### config.mk
export PLATFORM = sky130hd
export DESIGN_NAME = ascon_dec_fsm
export DESIGN_NICKNAME = d
export VERILOG_FILES = /design/src/rtl/ascon_dec_pkg.sv /design/src/rtl/ascon_round_cpt.sv /design/src/rtl/ascon_dec_fsm.sv
export SDC_FILE = /design/constraint.sdc
export NUM_CORES = 1
export LEC_CHECK = 0
export CORE_ASPECT_RATIO = 0.75
export CORE_MARGIN = 5
export CORE_UTILIZATION = 45
export DETAILED_ROUTE_END_ITERATION = 10
export GPL_ROUTABILITY_DRIVEN = 0
export GPL_TIMING_DRIVEN = 0
export PLACE_DENSITY = 0.7
export SLEW_MARGIN = 30
export SYNTH_ARGS = -nofsm -noshare
export SYNTH_HDL_FRONTEND = slang
export SYNTH_SLANG_ARGS = --single-unit
### constraint.sdc
create_clock -name clock_i -period 1.8 [get_ports clock_i]
set_input_delay 0.36 -clock clock_i [delete_from_list [all_inputs] [get_ports clock_i]]
set_output_delay 0.36 -clock clock_i [all_outputs]
set_load 0.01 [all_outputs]
### src/rtl/ascon_dec_pkg.sv
// ---------------------------------------------------------------------------
// ascon_dec_pkg: shared types and constants for the ASCON-128 decrypt FSM.
// Rev 1.0
// ---------------------------------------------------------------------------
`default_nettype none

package ascon_dec_pkg;

  typedef enum logic [4:0] {
    S_IDLE      = 5'd0,
    S_LOAD      = 5'd1,
    S_P_INIT    = 5'd2,
    S_POST_INIT = 5'd3,
    S_WAIT_AD   = 5'd4,
    S_ABS_AD    = 5'd5,
    S_P_AD      = 5'd6,
    S_POST_AD   = 5'd7,
    S_WAIT_CT   = 5'd8,
    S_DEC_CT    = 5'd9,
    S_P_CT      = 5'd10,
    S_FIN_KEY   = 5'd11,
    S_P_FIN     = 5'd12,
    S_POST_FIN  = 5'd13,
    S_WAIT_TAG  = 5'd14,
    S_CHECK     = 5'd15,
    S_DONE      = 5'd16
  } state_t;

  localparam logic [3:0] RND_P12_START = 4'd0;
  localparam logic [3:0] RND_P6_START  = 4'd6;
  localparam logic [3:0] RND_LAST      = 4'd11;

  localparam logic [1:0] XU_AD       = 2'b00;
  localparam logic [1:0] XU_CT       = 2'b01;
  localparam logic [1:0] XU_KEY      = 2'b10;
  localparam logic [1:0] XD_KEY_INIT = 2'b00;
  localparam logic [1:0] XD_DOMAIN   = 2'b01;
  localparam logic [1:0] XD_KEY_FIN  = 2'b10;

  typedef struct packed {
    logic       ena_reg_state;
    logic       perm_en;
    logic       init_state;
    logic       ena_xor_up;
    logic [1:0] conf_xor_up;
    logic       ena_xor_down;
    logic [1:0] conf_xor_down;
    logic       data_ack;
    logic       plain_valid;
    logic       done;
  } ctrl_t;

  // Moore decode of the datapath controls for a given state.
  function automatic ctrl_t decode(state_t s);
    ctrl_t c;
    c = '0;
    case (s)
      S_LOAD: begin
        c.ena_reg_state = 1'b1;
        c.init_state    = 1'b1;
      end
      S_P_INIT, S_P_AD, S_P_CT, S_P_FIN: begin
        c.ena_reg_state = 1'b1;
        c.perm_en       = 1'b1;
      end
      S_POST_INIT: begin
        c.ena_reg_state = 1'b1;
        c.ena_xor_down  = 1'b1;
        c.conf_xor_down = XD_KEY_INIT;
      end
      S_ABS_AD: begin
        c.ena_reg_state = 1'b1;
        c.ena_xor_up    = 1'b1;
        c.conf_xor_up   = XU_AD;
        c.data_ack      = 1'b1;
      end
      S_POST_AD: begin
        c.ena_reg_state = 1'b1;
        c.ena_xor_down  = 1'b1;
        c.conf_xor_down = XD_DOMAIN;
      end
      S_DEC_CT: begin
        c.ena_reg_state = 1'b1;
        c.ena_xor_up    = 1'b1;
        c.conf_xor_up   = XU_CT;
        c.data_ack      = 1'b1;
        c.plain_valid   = 1'b1;
      end
      S_FIN_KEY: begin
        c.ena_reg_state = 1'b1;
        c.ena_xor_up    = 1'b1;
        c.conf_xor_up   = XU_KEY;
      end
      S_POST_FIN: begin
        c.ena_reg_state = 1'b1;
        c.ena_xor_down  = 1'b1;
        c.conf_xor_down = XD_KEY_FIN;
      end
      S_DONE: c.done = 1'b1;
      default: c = '0;
    endcase
    return c;
  endfunction

endpackage

`default_nettype wire

### src/rtl/ascon_round_cpt.sv
// ---------------------------------------------------------------------------
// ascon_round_cpt: 4-bit permutation round counter, load has priority. Rev 1.0
// ---------------------------------------------------------------------------
`default_nettype none

module ascon_round_cpt (
  input  logic       clock,
  input  logic       resetb,
  input  logic       load,
  input  logic [3:0] load_value,
  input  logic       enable,
  output logic [3:0] count
);

  always_ff @(posedge clock or negedge resetb) begin
    if (!resetb) begin
      count <= 4'd0;
    end else if (load) begin
      count <= load_value;
    end else if (enable) begin
      count <= count + 4'd1;
    end
  end

endmodule

`default_nettype wire

### src/rtl/ascon_dec_fsm.sv
// ---------------------------------------------------------------------------
// ascon_dec_fsm: ASCON-128 decryption controller (init, AD, NB_CT blocks,
// finalization, tag check). Rev 1.0
// ---------------------------------------------------------------------------
`default_nettype none

module ascon_dec_fsm
  import ascon_dec_pkg::*;
#(
  parameter int NB_CT = 4
) (
  input  logic       clock_i,
  input  logic       resetb_i,
  input  logic       start_i,
  input  logic       data_valid_i,
  input  logic       tag_valid_i,
  input  logic       tag_match_i,
  output logic       ena_reg_state_o,
  output logic       perm_en_o,
  output logic [3:0] round_o,
  output logic       init_state_o,
  output logic       ena_xor_up_o,
  output logic [1:0] conf_xor_up_o,
  output logic       ena_xor_down_o,
  output logic [1:0] conf_xor_down_o,
  output logic       data_ack_o,
  output logic       plain_valid_o,
  output logic [2:0] block_o,
  output logic       auth_ok_o,
  output logic       end_o
);

  state_t     state;
  state_t     state_nxt;
  ctrl_t      ctrl;
  logic [3:0] rnd;
  logic [2:0] blk;
  logic       auth_ok;
  logic       rnd_load;
  logic [3:0] rnd_load_val;
  logic       is_perm;
  logic       rnd_last;
  logic       blk_last;

  assign is_perm  = (state == S_P_INIT) || (state == S_P_AD) ||
                    (state == S_P_CT)   || (state == S_P_FIN);
  assign rnd_last = (rnd == RND_LAST);
  assign blk_last = (blk == 3'(NB_CT - 1));

  always_comb begin
    rnd_load     = 1'b0;
    rnd_load_val = RND_P12_START;
    case (state)
      S_LOAD, S_FIN_KEY: rnd_load = 1'b1;
      S_ABS_AD: begin
        rnd_load     = 1'b1;
        rnd_load_val = RND_P6_START;
      end
      S_DEC_CT: begin
        rnd_load     = !blk_last;
        rnd_load_val = RND_P6_START;
      end
      default: rnd_load = 1'b0;
    endcase
  end

  ascon_round_cpt u_round_cpt (
    .clock      (clock_i),
    .resetb     (resetb_i),
    .load       (rnd_load),
    .load_value (rnd_load_val),
    .enable     (is_perm),
    .count      (rnd)
  );

  always_comb begin
    state_nxt = state;
    case (state)
      S_IDLE:      if (start_i) state_nxt = S_LOAD;
      S_LOAD:      state_nxt = S_P_INIT;
      S_P_INIT:    if (rnd_last) state_nxt = S_POST_INIT;
      S_POST_INIT: state_nxt = data_valid_i ? S_ABS_AD : S_WAIT_AD;
      S_WAIT_AD:   if (data_valid_i) state_nxt = S_ABS_AD;
      S_ABS_AD:    state_nxt = S_P_AD;
      S_P_AD:      if (rnd_last) state_nxt = S_POST_AD;
      S_POST_AD:   state_nxt = data_valid_i ? S_DEC_CT : S_WAIT_CT;
      S_WAIT_CT:   if (data_valid_i) state_nxt = S_DEC_CT;
      S_DEC_CT:    state_nxt = blk_last ? S_FIN_KEY : S_P_CT;
      S_P_CT:      if (rnd_last) state_nxt = data_valid_i ? S_DEC_CT : S_WAIT_CT;
      S_FIN_KEY:   state_nxt = S_P_FIN;
      S_P_FIN:     if (rnd_last) state_nxt = S_POST_FIN;
      S_POST_FIN:  state_nxt = tag_valid_i ? S_CHECK : S_WAIT_TAG;
      S_WAIT_TAG:  if (tag_valid_i) state_nxt = S_CHECK;
      S_CHECK:     state_nxt = S_DONE;
      S_DONE:      if (start_i) state_nxt = S_LOAD;
      default:     state_nxt = S_IDLE;
    endcase
  end

  // Controls are decoded from the next state so they line up with the state.
  always_ff @(posedge clock_i or negedge resetb_i) begin
    if (!resetb_i) begin
      state   <= S_IDLE;
      ctrl    <= '0;
      blk     <= 3'd0;
      auth_ok <= 1'b0;
    end else begin
      state <= state_nxt;
      ctrl  <= decode(state_nxt);
      if (state == S_LOAD) begin
        blk     <= 3'd0;
        auth_ok <= 1'b0;
      end
      if (state == S_DEC_CT) blk <= blk + 3'd1;
      if (state == S_CHECK) auth_ok <= tag_match_i;
    end
  end

  assign ena_reg_state_o = ctrl.ena_reg_state;
  assign perm_en_o       = ctrl.perm_en;
  assign round_o         = rnd;
  assign init_state_o    = ctrl.init_state;
  assign ena_xor_up_o    = ctrl.ena_xor_up;
  assign conf_xor_up_o   = ctrl.conf_xor_up;
  assign ena_xor_down_o  = ctrl.ena_xor_down;
  assign conf_xor_down_o = ctrl.conf_xor_down;
  assign data_ack_o      = ctrl.data_ack;
  assign plain_valid_o   = ctrl.plain_valid;
  assign block_o         = blk;
  assign auth_ok_o       = auth_ok;
  assign end_o           = ctrl.done;

endmodule

`default_nettype wire
==> flow_summary.yaml <==
outcome:
  status: "complete, but fails checks"
  violations: "setup timing"
final_layout:
  num-fill-cells: 227
  area.growth.synth_to_final_pct: 33.7
  instances_no_fill: 209
  finalInstanceArea_sq_um: 1810
  drive_gt1_frac: 0.211
  final_nets: 181
  utilization: 0.620
  multi_input_area_sq_um: 733
  insertedDiodeCount: 0
  seq_area_sq_um: 628
clocking:
  cts.sinks: 25
  postCtsHoldBufs: 0
  cts_tree: "yes"
  clk_pin_slew_worst_paths_ps: 90
  htreeDepth: 1
  clk_latency_ps: 270
  clk_path_buf_depth: 2
  ctsRootBufferMaster: "clkbuf_8"
  cts_made_buffers: 3
sta:
  setup_tns_ps: -577
  slew_headroom: 0.623
  period_needed_ps: 1910
  hold_viol: 0
  setup_ws_ps: -114
  rsz0062_at_grt: "yes"
  drv_slew: 0
  setup_violations: 9
  skew_ps: 4.89
  worst_slew_pin_slew_ps: 566
  fin_crit_sh: 1.06
  timing.fmax_mhz: 522
synth:
  yosysWarnings: 0
  synthArstFlopShare: 1.00
  synthesis.area_sq_um: 1350
  synth_ff_type: "dfrtp_1"
  synth_compound_area_frac: 0.175
  synth.avg_cell_area_sq_um: 9.86
  ys_seq_elements: 25
  synthAdderAreaFrac: 0.0278
  syn_nets: 146
  synth.distinct_cells: 45
  synth_cells: 137
  synth_top_family_by_area: "simple AND/OR/NAND/NOR gates"
  synth_seq_area_share: 0.463
  synth_top_cell_by_area: "dfrtp_1"
  synthTopCellsByCount: "dfrtp_1, nand2_1, a21oi_1, nor2_1"
  synth.area.top_cells: "dfrtp_1, nand2b_1, a21oi_1"
  synth.most_common_cell: "dfrtp_1"
  synth_top_area_frac: 0.463
  synth-edff-count: 0
  synth-xor-area-share: 0.0324
  synthSimpleGateAreaFrac: 0.244
  synth.area.mux_share: 0.0148
die:
  start_util: 0.464
  core_sq_um: 2910
  die_h_um: 57.5
  die_w_um: 73.3
  ioPinCount: 26
  die-area_sq_um: 4210
  num_rows: 17
setup_path:
  path_depth: 8
  critPathSlowestCell: "dfrtp_1"
  critPathArrivalTime_ps: 2110
  worstReg2RegStart: "block_o[0]"
  criticalPathCategory: "flip-flop to flip-flop"
  worstRegToRegCells: 8
  cp_top_family: "simple AND/OR/NAND/NOR gates"
  end_kind: "flip-flop"
  cpPeakStageDelay_ps: 410
  start_kind: "flip-flop"
  worst-path-max-fanout: 5
  crit_start: "block_o[0]"
  r2r_setup_slack_ps: -110
  path_buf_inv: 1
  crit_end: "ena_reg_state_o"
  required_ps: 1990
  r2r-end: "ena_reg_state_o"
  path_cells: "ha_2 > ha_4 > nor2b_4 > and3_4 > a31oi_4 > nor4b_4 > buf_6 > mux2i_1"
route:
  wirelength_mm: 3.15
  num_vias: 1159
  first_pass_iters: 4
  via_per_inst: 5.55
  wl_per_cell_um: 15.1
  drc: 0
  drt-initial-drc-count: 67
  ant_nets: 0
power_and_ir_drop:
  p_per_area_nw_per_um2: 1670
  ir_worst_vdd_mv: 0.786
  leakage_nw: 0.761
  finalPower_mw: 3.01
placed_design:
  dpl_cell_area_sq_um: 1650
  dp_hpwl_mm: 2.14
  port_buffers: 25
  dpl.cell_count: 200
global_routing:
  grt.total_usage: 0.153
  grt_max_degree: 26
  grt_overflow_total: 0
  first_global_vias: 1062
  antenna_found_initial: 0
  grt_pass1_wl_mm: 5.14
job:
  cap_viol_max_count: 0
hold_path:
  hold_class: "primary input to async pin"
[layout make-up]
class                      instances  area share
buffer                             8      0.0222
clock buffer                       3      0.0229
clock inverter                     1     0.00277
inverter                           6      0.0139
multi-input combinational         98       0.406
sequential                        25       0.348
tap                               38      0.0263
timing repair buffer              30       0.159
[where the power goes]
| group | leakage, nW | internal [mW] | switching, mW | total (mW) |
|---|---|---|---|---|
| Sequential | 0.327 | 0.755 | 0.144 | 0.899 |
| Combinational | 0.409 | 0.872 | 0.913 | 1.79 |
| Clock | 0.0255 | 0.155 | 0.176 | 0.331 |
| Total | 0.761 | 1.78 | 1.23 | 3.01 |
[sequential cells by signal, indices dropped and copies added (netlist names), 2 cells and up]
name and cells:
u_round_cpt.count 4, conf_xor_up_o 2, state 5, conf_xor_down_o 2, block_o 3
[metal layers]
layer  global-route usage  wire [um]  vias up
met2                0.229       1410       35
met1                0.224       1490      563
met4               0.0237         29        0
met5                    0          0        -
met3               0.0423        216        5
li1                     -          -      556
[per-stage QoR]
stage	worst slack [ps]	hold slack, ps
after floorplan	-48.5	64.4
after global placement	-205	487
after detailed placement	-240	388
after CTS	-75.2	89.6
after global routing	-198	131
final	-114	68.7
[cell families after synthesis]
logic type      after synthesis
buf+inv                      14
fa+ha+maj                     3
simple gates                 54
compound gates               34
xor+xnor                      5
mux                           2
flops                        25
[worst min path at each step]
stage / start / end / slack [ps] / cells after the start
6_report: resetb_i / u_round_cpt.count[0] / 70 / 1
5_1_grt: resetb_i / u_round_cpt.count[0] / 130 / 1
4_1_cts: resetb_i / state[4] / 90 / 1
3_5_place_dp: resetb_i / u_round_cpt.count[0] / 390 / 1
3_3_place_gp: block_o[2] / block_o[2] / 490 / 2
2_1_floorplan: resetb_i / auth_ok_o / 60 / 0
[repair_timing]
item	in CTS	in global routing
endpoints found under the setup margin	10	14
pin swaps	1	4
buffers inserted	2	2
gates resized for setup	9	14
gates cloned	0	1
[cells in the final DEF (no fill, tap or decap), types with 3 or more instances in the layout]
cell / instances
clkdlybuf4s50_1: 24
dfrtp_1: 23
nand2_1: 10
nor2_1: 8
nand2b_1: 7
o21ai_0: 7
a21oi_1: 7
buf_4: 5
inv_1: 4
o31ai_1: 4
clkbuf_1: 3
nor2b_1: 3
xor2_1: 3
nand3_1: 3
clkbuf_8: 3
Note: power is estimated with default switching activity, not from simulation.
